$ cat config.mk
export PLATFORM = sky130hd
export DESIGN_NAME = multicycle_alu
export DESIGN_NICKNAME = d
export VERILOG_FILES = /design/src/rtl/alu_pkg.sv /design/src/rtl/alu_addsub.sv /design/src/rtl/multicycle_alu.sv
export SDC_FILE = /design/constraint.sdc
export NUM_CORES = 1
export LEC_CHECK = 0
export BUFFER_PORTS_ARGS = -buffer_cell sky130_fd_sc_hd__buf_4
export CORE_AREA = 8 8 219 221
export CTS_CLUSTER_SIZE = 40
export DETAILED_ROUTE_END_ITERATION = 7
export DIE_AREA = 0 0 227 229
export SLEW_MARGIN = 20
export SYNTH_ARGS = -nofsm -noshare
export SYNTH_HDL_FRONTEND = slang
export SYNTH_SLANG_ARGS = --single-unit
export TNS_END_PERCENT = 20
$ cat constraint.sdc
create_clock -name clk -period 5.9 [get_ports clk]
set_input_delay 0 -clock clk [delete_from_list [all_inputs] [get_ports clk]]
set_output_delay 0 -clock clk [all_outputs]
set_load 0.02 [all_outputs]
$ cat src/rtl/alu_pkg.sv
// Shared types and constants for the multicycle ALU.
package alu_pkg;

  // ALUControl encodings
  typedef enum logic [2:0] {
    OP_ADD = 3'b000,
    OP_SUB = 3'b001,
    OP_AND = 3'b010,
    OP_OR  = 3'b011,
    OP_EOR = 3'b100,
    OP_ADC = 3'b101,
    OP_SBC = 3'b110,
    OP_MUL = 3'b111
  } alu_op_t;

  // Sequencer states
  typedef enum logic [1:0] {
    IDLE = 2'd0,
    MUL  = 2'd1,
    DONE = 2'd2
  } alu_state_t;

  // Bit positions inside the {N,Z,C,V} flag register
  localparam int unsigned FLAG_N = 3;
  localparam int unsigned FLAG_Z = 2;
  localparam int unsigned FLAG_C = 1;
  localparam int unsigned FLAG_V = 0;

  // Ops whose C and V flags come from the adder
  function automatic logic is_arith(alu_op_t op);
    return (op == OP_ADD) || (op == OP_SUB) || (op == OP_ADC) || (op == OP_SBC);
  endfunction

endpackage

$ cat src/rtl/alu_addsub.sv
// Combinational N-bit adder/subtractor with carry-in, carry-out and signed overflow.
module alu_addsub #(
  parameter int unsigned N = 32
) (
  input  logic [N-1:0] a,
  input  logic [N-1:0] b,
  input  logic         sub,
  input  logic         cin,
  output logic [N-1:0] sum,
  output logic         cout,
  output logic         ovf
);

  logic [N-1:0] b_eff;

  // Subtraction adds the inverted operand; the caller supplies the +1 via cin.
  always_comb begin
    b_eff       = sub ? ~b : b;
    {cout, sum} = {1'b0, a} + {1'b0, b_eff} + {{N{1'b0}}, cin};
    ovf         = (a[N-1] == b_eff[N-1]) && (sum[N-1] != a[N-1]);
  end

endmodule

$ cat src/rtl/multicycle_alu.sv
// Registered ALU: single-cycle ADD/SUB/logic/ADC/SBC, N-cycle shift-add MUL,
// start/ready/done handshake and an NZCV flag register.
module multicycle_alu
  import alu_pkg::*;
#(
  parameter int unsigned N = 32
) (
  input  logic         clk,
  input  logic         reset,
  input  logic         start,
  input  logic [N-1:0] a,
  input  logic [N-1:0] b,
  input  logic [2:0]   ALUControl,
  input  logic         CarryIn,
  input  logic         SetFlags,
  output logic         ready,
  output logic         done,
  output logic [N-1:0] Result,
  output logic [3:0]   ALUFlags
);

  localparam int unsigned CW = $clog2(N);

  alu_state_t   state_q, state_d;
  logic [N-1:0] result_q, result_d;
  logic [3:0]   flags_q, flags_d;
  logic [N-1:0] mcand_q, mcand_d;
  logic [N-1:0] mplier_q, mplier_d;
  logic [N-1:0] acc_q, acc_d;
  logic [CW-1:0] count_q, count_d;
  logic         setflags_q, setflags_d;

  alu_op_t      op;
  logic         accept;
  logic         as_sub;
  logic         as_cin;
  logic [N-1:0] as_sum;
  logic         as_cout;
  logic         as_ovf;
  logic [N-1:0] op_res;
  logic [N-1:0] mul_sum;

  alu_addsub #(.N(N)) u_addsub (
    .a    (a),
    .b    (b),
    .sub  (as_sub),
    .cin  (as_cin),
    .sum  (as_sum),
    .cout (as_cout),
    .ovf  (as_ovf)
  );

  assign ready    = (state_q != MUL);
  assign done     = (state_q == DONE);
  assign Result   = result_q;
  assign ALUFlags = flags_q;

  // Decode the incoming op and form its single-cycle result
  always_comb begin
    op     = alu_op_t'(ALUControl);
    accept = start && ready;
    as_sub = (op == OP_SUB) || (op == OP_SBC);
    case (op)
      OP_SUB:         as_cin = 1'b1;
      OP_ADC, OP_SBC: as_cin = CarryIn;
      default:        as_cin = 1'b0;
    endcase
    case (op)
      OP_AND:  op_res = a & b;
      OP_OR:   op_res = a | b;
      OP_EOR:  op_res = a ^ b;
      default: op_res = as_sum;
    endcase
  end

  // Sequencer: accept ops, iterate the multiplier, load result and flags
  always_comb begin
    state_d    = state_q;
    result_d   = result_q;
    flags_d    = flags_q;
    mcand_d    = mcand_q;
    mplier_d   = mplier_q;
    acc_d      = acc_q;
    count_d    = count_q;
    setflags_d = setflags_q;
    mul_sum    = acc_q + (mplier_q[0] ? mcand_q : '0);

    case (state_q)
      MUL: begin
        // The last partial product is folded into the final write rather
        // than taking an extra cycle, giving exactly N cycles of latency.
        if (count_q == '0) begin
          result_d = mul_sum;
          if (setflags_q) begin
            flags_d[FLAG_N] = mul_sum[N-1];
            flags_d[FLAG_Z] = (mul_sum == '0);
          end
          state_d = DONE;
        end else begin
          acc_d    = mul_sum;
          mcand_d  = mcand_q << 1;
          mplier_d = mplier_q >> 1;
          count_d  = count_q - 1'b1;
        end
      end
      default: begin
        state_d = IDLE;
        if (accept) begin
          if (op == OP_MUL) begin
            mcand_d    = a;
            mplier_d   = b;
            acc_d      = '0;
            count_d    = CW'(N - 1);
            setflags_d = SetFlags;
            state_d    = MUL;
          end else begin
            result_d = op_res;
            if (SetFlags) begin
              flags_d[FLAG_N] = op_res[N-1];
              flags_d[FLAG_Z] = (op_res == '0);
              if (is_arith(op)) begin
                flags_d[FLAG_C] = as_cout;
                flags_d[FLAG_V] = as_ovf;
              end
            end
            state_d = DONE;
          end
        end
      end
    endcase
  end

  // State registers with synchronous reset
  always_ff @(posedge clk) begin
    if (reset) begin
      state_q    <= IDLE;
      result_q   <= '0;
      flags_q    <= '0;
      mcand_q    <= '0;
      mplier_q   <= '0;
      acc_q      <= '0;
      count_q    <= '0;
      setflags_q <= 1'b0;
    end else begin
      state_q    <= state_d;
      result_q   <= result_d;
      flags_q    <= flags_d;
      mcand_q    <= mcand_d;
      mplier_q   <= mplier_d;
      acc_q      <= acc_d;
      count_q    <= count_d;
      setflags_q <= setflags_d;
    end
  end

endmodule

==> results of run 1 <==
-- routing by layer --
metal | vias to the layer above | wire [um] | GRT usage [%] | share of wire, %
met4 | 0 | 1020 | 5.27 | 2.3
met5 | - | 0 | 0 | 0
met2 | 343 | 19600 | 26.2 | 45
met3 | 54 | 2110 | 1.97 | 4.8
met1 | 5902 | 21100 | 23.2 | 48
li1 | 6134 | - | - | -
-- Yosys cell counts (12+ instances only) --
cell type	n	share of area, %
nand3_1	27	1.1
a21oi_1	87	3.5
nand2_1	218	6.7
and3_1	12	0.61
a211oi_1	28	1.7
inv_1	88	2.7
and2_1	44	2.2
a21o_1	19	1.2
o22ai_1	25	1.3
buf_1	13	0.40
o211ai_1	15	0.92
xor2_1	15	1.1
o21a_1	13	0.79
a22oi_1	48	2.9
xnor2_1	51	3.6
dfxtp_1	140	23
nor2_1	191	5.8
a311oi_1	69	4.9
ha_1	128	13
nor3_1	36	1.5
o21ai_0	45	1.8
clkbuf_1	77	2.4
-- power by group through the flow --
| stage | clock network (mW) | registers (mW) | logic, mW |
|---|---|---|---|
| 3_5_place_dp | 0 | 1.05 | 0.961 |
| 2_1_floorplan | 0 | 1.07 | 0.603 |
| 3_3_place_gp | 0 | 1.05 | 0.953 |
| 5_1_grt | 1.22 | 1.04 | 1.11 |
| 6_report | 1.16 | 1.03 | 1.00 |
| 4_1_cts | 1.18 | 1.03 | 0.999 |
-- final timing paths --
kind | from | end | slack, ns | depth (start not counted)
max | ALUControl[0] | ALUFlags[2]$_SDFFE_PP0P_ | 1.63 | 16
min | start | count_q[2]$_SDFFE_PP0P_ | 0.03 | 3
max reg2reg | mplier_q[0]$_SDFFE_PP0P_ | ALUFlags[2]$_SDFFE_PP0P_ | 1.82 | 13
min reg2reg | Result[19]$_SDFFE_PP0P_ | Result[19]$_SDFFE_PP0P_ | 0.45 | 2
-- logic make-up after synthesis --
| group | count (synthesis) | share of synthesized area (%) |
|---|---|---|
| fa+ha+maj | 131 | 13.5 |
| mux | 9 | 0.743 |
| flops | 140 | 22.8 |
| simple gates | 621 | 23.6 |
| buf+inv | 195 | 6.22 |
| xor+xnor | 66 | 4.70 |
| compound gates | 474 | 28.5 |
-- worst max-delay path, stage by stage --
cell	delay (ns)
buf_4	0.31
o22a_2	0.88
xnor2_1	0.19
fa_1	0.47
inv_1	0.09
fa_1	0.20
and2b_1	0.21
o31ai_1	0.43
a21oi_1	0.17
a21bo_1	0.21
xor2_1	0.16
a2111oi_0	0.49
o2111ai_1	0.18
nor4_1	0.40
nand4_1	0.15
nand2_1	0.09
-- cell type report --
type / count / share of cell area (%)
Sequential cell: 140 / 18.9
Antenna cell: 1 / 0.0168
Multi-Input combinational cell: 1301 / 58.9
Timing Repair Buffer: 192 / 10.8
Inverter: 90 / 2.28
Clock inverter: 14 / 1.23
Tap cell: 600 / 5.05
Clock buffer: 18 / 2.89
-- sequential cells by signal, summed over array words and instances (netlist names) --
signal,count
ALUFlags,4
Result,32
acc_q,32
count_q,5
mcand_q,32
mplier_q,32
setflags_q,1
state_q,2
-- stage by stage --
step	power, mW	hold WS (ns)
CTS	3.21	0.0137
floorplan	1.67	0.136
detailed placement	2.01	0.272
global route	3.36	0.0475
global placement	2.00	0.264
finish	3.20	0.0268
==> flow_summary.yaml, run 1 <==
sta:
  fin_ws_ns: 1.63
  final_hold_viol_count: 0
  period_minus_slack_ns: 4.27
  slew_headroom_pct: 27.6
  setup_tns_ns: 0
  slew_violations: 0
  fmax_ghz: 0.234
  setup_violations: 0
  post-route-period-util_pct: 72.3
  finClkSkew_ns: 0.0209
  rsz0062_at_grt: "no"
  worstMarginPinSlew_ns: 1.09
synthesis:
  synth.net_count: 1839
  async_flop_share_pct: 0
  syn-cell-area_um2: 12300
  yosysWarnings: 0
  synth_edf_count: 0
  ys_seq_elements: 140
  yosysUniqueCellTypes: 98
  syn_inst: 1636
  synth_ff_type: "dfxtp_1"
  seq_area_frac_synth_pct: 22.8
  synth.avg_cell_area_um2: 7.52
power:
  ir_drop_uv: 197
  leakage_nw: 6.18
  power_frac_clock_pct: 36.4
  swShare_pct: 35.5
  p_comb_share_pct: 31.3
  power_density_nw_per_um2: 215
  seqPwrFrac_pct: 32.2
  power.net_switching_mw: 1.13
  internal-power_mw: 2.06
clock_tree:
  cts_buffers: 17
  cts_buffer_depth: 2
  cts_resized: 0
  cts_root_buf: "clkbuf_16"
  tritoncts: "done"
  hold_buffers: 65
  clock-sinks: 140
  post_cts_buffers: 0
  cts_max_level: 4
  path_clk_slew_ns: 0.07
  clock_latency_ns: 0.45
final_layout:
  final_common_cell: "nand2_1"
  final_cells: 2356
  finish.instance_area_um2: 14900
  final_util_pct: 33.2
  drive_gt1_share_pct: 11.8
  multi_input_area_um2: 8750
  layout_common_cells: "217 x nand2_1, 190 x nor2_1, 140 x dfxtp_1"
  areaGrowthSynthToFinish_pct: 20.8
  seqCellArea_um2: 2800
  num-fill-cells: 4743
  nNetsFinal: 1945
route:
  vias: 12400
  drt-vias-per-instance: 5.28
  drt-initial-drc-count: 851
  wirelength_mm: 43.9
  ant_nets: 0
  drt-pass1-iter-count: 5
  route.detailed.drc: 0
  wl_per_cell_um: 18.6
floorplanning:
  die_w_um: 227
  dieArea_um2: 52000
  fp.dieH_um: 229
  ios: 110
  rows: 78
  coreArea_um2: 44700
  start_util_pct: 27.5
global_routing:
  grt_usage_pct: 16.6
  grt_pass1_wl_mm: 69.0
  grt_pass1_vias: 12000
  antenna_found_initial: 1
  grt_overflow: 0
  grt_start_max_net_pins: 85
place:
  gp_congestion: 0.909
  dp_hpwl_mm: 33.7
  place_area_um2: 13600
  post-place-ws_ns: 1.12
  io_buffers: 109
  dp.cells: 2258
worst_setup_path:
  worst-path-max-fanout: 32
  worstSetupStartpointType: "input pin"
  crit_path_end_kind: "flop"
  cp.arrival_ns: 4.64
  critPathKind: "input pin to flop"
  required_ns: 6.27
run:
  drv_cap: 0
hold_path:
  worstHoldPathType: "input pin to flop"
outcome:
  status: "finished clean"
Note: power is estimated with default switching activity, not from simulation.
==> run 2: changes to the inputs <==
==> constraint.sdc (replaced) <==
create_clock -name clk -period 3.8 [get_ports clk]
set_input_delay 0 -clock clk [delete_from_list [all_inputs] [get_ports clk]]
set_output_delay 0 -clock clk [all_outputs]
set_load 0.02 [all_outputs]
==> run 2 against run 1 <==
Effect of this change: clock skew down 0.0095 ns; highest routed layer unchanged; sequential power rose by 55%; utilization up 1.7 points.
==> flow_summary.yaml, run 2 (synthesis results as in run 1) <==
floorplanning:
  start_util_pct: 27.5
  dieArea_um2: 52000
  die_w_um: 227
  coreArea_um2: 44700
  ios: 110
  rows: 78
  fp.dieH_um: 229
route:
  wirelength_mm: 45.2
  vias: 12800
  drt-vias-per-instance: 5.26
  drt-pass1-iter-count: 6
  route.detailed.drc: 0
  ant_nets: 0
  wl_per_cell_um: 18.5
  drt-initial-drc-count: 749
sta:
  final_hold_viol_count: 0
  setup_violations: 0
  finClkSkew_ns: 0.0113
  slew_violations: 0
  period_minus_slack_ns: 3.55
  fmax_ghz: 0.281
  worstMarginPinSlew_ns: 0.959
  slew_headroom_pct: 36.0
  post-route-period-util_pct: 93.5
final_layout:
  nNetsFinal: 2027
  final_common_cell: "nand2_1"
  drive_gt1_share_pct: 14.9
  num-fill-cells: 4795
  insertedDiodeCount: 0
  final_cells: 2437
  layout_common_cells: "217 x nand2_1, 190 x nor2_1, 186 x buf_4"
  areaGrowthSynthToFinish_pct: 26.9
place:
  dp.cells: 2318
  dp_hpwl_mm: 34.4
  gp_congestion: 0.925
  io_buffers: 109
power:
  ir_drop_uv: 328
  p_comb_share_pct: 33.1
  swShare_pct: 35.3
  power.net_switching_mw: 1.80
  leakage_nw: 6.66
  seqPwrFrac_pct: 31.2
  internal-power_mw: 3.31
  p_total_mw: 5.11
  power_density_nw_per_um2: 328
  power_frac_clock_pct: 35.7
worst_setup_path:
  worst-path-max-fanout: 15
  crit_path_end_kind: "flop"
  critPathKind: "flop to flop"
  required_ns: 4.13
  cp.arrival_ns: 3.88
  worstSetupStartpointType: "flop"
hold_path:
  worstHoldPathType: "input pin to flop"
clock_tree:
  cts_buffer_depth: 2
  cts_buffers: 17
  cts_root_buf: "clkbuf_16"
  clock_latency_ns: 0.45
  clock-sinks: 140
  cts_max_level: 4
  tritoncts: "done"
  path_clk_slew_ns: 0.07
global_routing:
  grt_pass1_vias: 12700
  grt_start_max_net_pins: 73
  grt_usage_pct: 17.1
  grt_overflow: 0
  antenna_found_initial: 0
  grt_pass1_wl_mm: 71.2
outcome:
  status: "finished clean"
run:
  drv_cap: 0
==> run 2: cell types whose count changed in the layout (fill, tap and decap cells not counted), sizes merged <==
cell         before  now
diode             1    0
clkinvlp          5    1
clkinv            3    8
inv              93   92
dlygate4sd3      65   86
buf             127  188
==> run 2: metrics by stage <==
step / worst slack [ns] / TNS (ns) / utilization [%] / hold slack [ns] / cell area (um2)
global placement: -0.104 / -0.104 / 31.5 / 0.274 / 14100
global route: -0.0209 / -0.0209 / 34.9 / 0.0425 / 15600
CTS: 0.139 / 0 / 34.8 / 0.000259 / 15600
detailed placement: -0.108 / -0.123 / 31.5 / 0.279 / 14100
floorplan: 0.0710 / 0 / - / 0.136 / 12300
finish: 0.245 / 0 / 34.9 / 0.0402 / 15600
==> run 2: layout make-up <==
class                   instances  area, um2  area share [%]
flip-flops and latches        140       2800            18.0
well taps                     600        751            4.81
repair buffers                274       2300            14.7
clock buffers                  18        439            2.81
clock inverters                14        181            1.16
multi-input cells            1301       8790            56.3
inverters                      90        339            2.17
==> run 2: path summary, 6_finish.rpt <==
path	startpoint	slack, ns	to	cells after the start
max reg2reg	mplier_q[0]$_SDFFE_PP0P_	0.25	ALUFlags[2]$_SDFFE_PP0P_	14
min	reset	0.04	mplier_q[8]$_SDFFE_PP0P_	2
max	mplier_q[0]$_SDFFE_PP0P_	0.25	ALUFlags[2]$_SDFFE_PP0P_	14
min reg2reg	Result[20]$_SDFFE_PP0P_	0.46	Result[20]$_SDFFE_PP0P_	2
==> run 2: power groups by stage <==
| stage | clock network, mW | logic (mW) | registers (mW) |
|---|---|---|---|
| 3_5_place_dp | 0 | 1.60 | 1.63 |
| 6_report | 1.82 | 1.69 | 1.60 |
| 3_3_place_gp | 0 | 1.58 | 1.63 |
| 2_1_floorplan | 0 | 0.936 | 1.66 |
| 4_1_cts | 1.85 | 1.67 | 1.60 |
| 5_1_grt | 1.91 | 1.84 | 1.61 |
==> run 2: timing repair <==
| item | CTS | global route |
|---|---|---|
| resized for setup | 0 | 8 |
| hold buffers | 86 | 0 |
| endpoints found under the setup margin | 0 | 2 |
| setup buffers | 0 | 1 |
| endpoints found under the hold margin | 66 | 0 |
==> run 2: worst max-delay path, cell delays in order (launching register included) <==
cell       delay [ns]
dfxtp_2          0.39
buf_4            0.17
buf_4            0.17
and2_1           0.17
ha_1             0.45
a21o_1           0.16
a21oi_1          0.06
o21bai_1         0.32
a31oi_1          0.21
o2bb2ai_1        0.22
o21ai_0          0.24
a2bb2oi_1        0.35
nor3b_1          0.11
a41oi_1          0.32
nand2_1          0.07
==> run 2: layer usage <==
| metal | vias up | share of wire [%] | track usage [%] |
|---|---|---|---|
| li1 | 6326 | - | - |
| met1 | 6136 | 47 | 22.5 |
| met2 | 298 | 47 | 28.6 |
| met3 | 58 | 4.1 | 2.65 |
| met4 | 0 | 1.8 | 4.59 |
| met5 | - | 0 | 0 |
==> run 3: changes to the inputs <==
--- a/config.mk
+++ b/config.mk
@@ -6,10 +6,13 @@
 export NUM_CORES = 1
 export LEC_CHECK = 0
 export BUFFER_PORTS_ARGS = -buffer_cell sky130_fd_sc_hd__buf_4
-export CORE_AREA = 8 8 219 221
+export CELL_PAD_IN_SITES_DETAIL_PLACEMENT = 2
+export CELL_PAD_IN_SITES_GLOBAL_PLACEMENT = 2
+export CORE_AREA = 2 2 200 202
 export CTS_CLUSTER_SIZE = 40
 export DETAILED_ROUTE_END_ITERATION = 7
-export DIE_AREA = 0 0 227 229
+export DIE_AREA = 0 0 202 204
+export PLACE_DENSITY_LB_ADDON = 0.1
 export SLEW_MARGIN = 20
 export SYNTH_ARGS = -nofsm -noshare
 export SYNTH_HDL_FRONTEND = slang
==> run 3 against run 2 <==
Effect of this change: utilization increased by 4.2 points; clock power decreased by 4%; worst setup slack got worse by 0.11 ns; wire length increased by 18%; flip-flop and latch count unchanged; non-clock buffer count decreased by 12; register-to-register slack improved by 0.05 ns; critical path depth increased by 3; hold slack improved by 0.0059 ns; via count increased by 2.9%; final cell count decreased by 3.6%; largest cell class unchanged.
==> flow_summary.yaml, run 3 (synthesis results as in run 1) <==
outcome:
  status: "finished clean"
global_routing:
  grt_pass1_wl_mm: 82.5
  grt_overflow: 0
  grt_use_met1_pct: 35.8
  grt_usage_pct: 25.9
  antenna_found_initial: 3
  grt_util_met2_pct: 42.6
  grt_pass1_vias: 13900
  busiest_layer: "met2"
  grtUsageMet3_pct: 3.17
  grt_start_max_net_pins: 127
route:
  drt-vias-per-instance: 5.61
  wirelength_mm: 53.4
  route.detailed.drc: 0
  vias: 13200
  wl_per_cell_um: 22.7
  drt-pass1-iter-count: 5
  ant_nets: 0
  drt-initial-drc-count: 602
clock_tree:
  clock_latency_ns: 0.47
  cts_buffers: 17
  cts_max_level: 4
  cts_buffer_depth: 2
  cts_root_buf: "clkbuf_16"
  clock-sinks: 140
  path_clk_slew_ns: 0.07
  post_cts_buffers: 0
  tritoncts: "done"
power:
  power_density_nw_per_um2: 331
  p_total_mw: 5.07
  ir_drop_uv: 340
  leakage_nw: 6.53
worst_setup_path:
  worst-path-max-fanout: 4
  required_ns: 4.16
  critPathKind: "input pin to flop"
  crit_path_end_kind: "flop"
  rr_startpoint: "mplier_q[0]$_SDFFE_PP0P_"
  rrSetupSlack_ns: 0.30
  worstSetupStartpointType: "input pin"
  cp.arrival_ns: 4.02
  crit_start: "b[0]"
floorplanning:
  coreArea_um2: 39200
  rows: 73
  fp.dieH_um: 204
  start_util_pct: 31.4
  ios: 110
  die_w_um: 202
  dieArea_um2: 41200
place:
  place_area_um2: 14000
  post-place-ws_ns: -0.157
  dp_hpwl_mm: 40.5
  gp_congestion: 0.919
  io_buffers: 109
final_layout:
  num-fill-cells: 4519
  drive_gt1_share_pct: 15.4
  finish.instance_area_um2: 15300
  final_common_cell: "nand2_1"
  layout_common_cells: "217 x nand2_1, 194 x buf_4, 189 x nor2_1"
  nNetsFinal: 2015
  areaGrowthSynthToFinish_pct: 24.7
sta:
  slew_headroom_pct: 32.8
  post-route-period-util_pct: 96.4
  rsz0062_at_grt: "yes"
  period_minus_slack_ns: 3.66
  final_hold_viol_count: 0
  slew_violations: 0
  fmax_ghz: 0.273
  finClkSkew_ns: 0.0105
  worstMarginPinSlew_ns: 1.01
  fin_ws_ns: 0.137
  setup_violations: 0
hold_path:
  hold_path.startpoint: "start"
  worstHoldPathType: "input pin to flop"
run:
  drv_cap: 0
==> run 3: layout make-up <==
cell class | instances | area [um2] | area share (%)
tap | 525 | 657 | 4.28
clock inverter | 13 | 143 | 0.930
inverter | 90 | 340 | 2.22
multi-input combinational | 1301 | 8800 | 57.4
timing repair buffer | 262 | 2160 | 14.1
antenna | 1 | 2.50 | 0.0163
sequential | 140 | 2800 | 18.3
clock buffer | 18 | 429 | 2.80
==> run 3: routing by layer <==
layer	up-vias	wire length, um
li1	6273	-
met1	6654	25800
met2	211	24800
met3	51	1850
met4	2	923
met5	-	12
==> run 3: what timing repair did <==
item / 4_1_cts / 5_1_grt
resized for setup: 0 / 11
hold buffers: 66 / 0
endpoints found under the setup margin: 0 / 5
hold endpoints to repair: 66 / 0
==> run 3: worst paths after layout <==
kind                                                  to  cells after the start
worst max-delay path             Result[30]$_SDFFE_PP0P_                     17
worst min-delay path             count_q[3]$_SDFFE_PP0P_                      3
worst max register to register  ALUFlags[2]$_SDFFE_PP0P_                     14
worst min register to register   Result[27]$_SDFFE_PP0P_                      2
==> run 3: where the power goes <==
| part | internal (mW) | switching (mW) |
|---|---|---|
| logic | 0.686 | 1.05 |
| registers | 1.54 | 0.0548 |
| clock network | 0.965 | 0.775 |
==> run 3: critical path: stages <==
cell and delay, ns:
dlygate4sd3_1 0.54, buf_4 0.17, xnor2_1 0.22, fa_1 0.26, inv_1 0.07, fa_1 0.40
and2b_1 0.28, o31ai_1 0.09, buf_4 0.16, a211o_2 0.36, a211oi_4 0.34, o2111ai_1 0.17
a21oi_1 0.20, o21ai_0 0.14, a31oi_1 0.25, nand2_1 0.11, a31o_2 0.25
==> run 3: metrics by stage <==
| stage | utilization [%] | setup TNS (ns) | hold slack [ns] | instances |
|---|---|---|---|---|
| after floorplan | - | 0 | 0.136 | 1636 |
| after global placement | 35.9 | 0 | 0.275 | 2252 |
| after detailed placement | 35.9 | -0.190 | 0.307 | 2252 |
| after CTS | 39.0 | 0 | 0.0303 | 2349 |
| after global routing | 39.1 | -0.0559 | 0.0752 | 2350 |
| final | 39.1 | 0 | 0.0461 | 2350 |
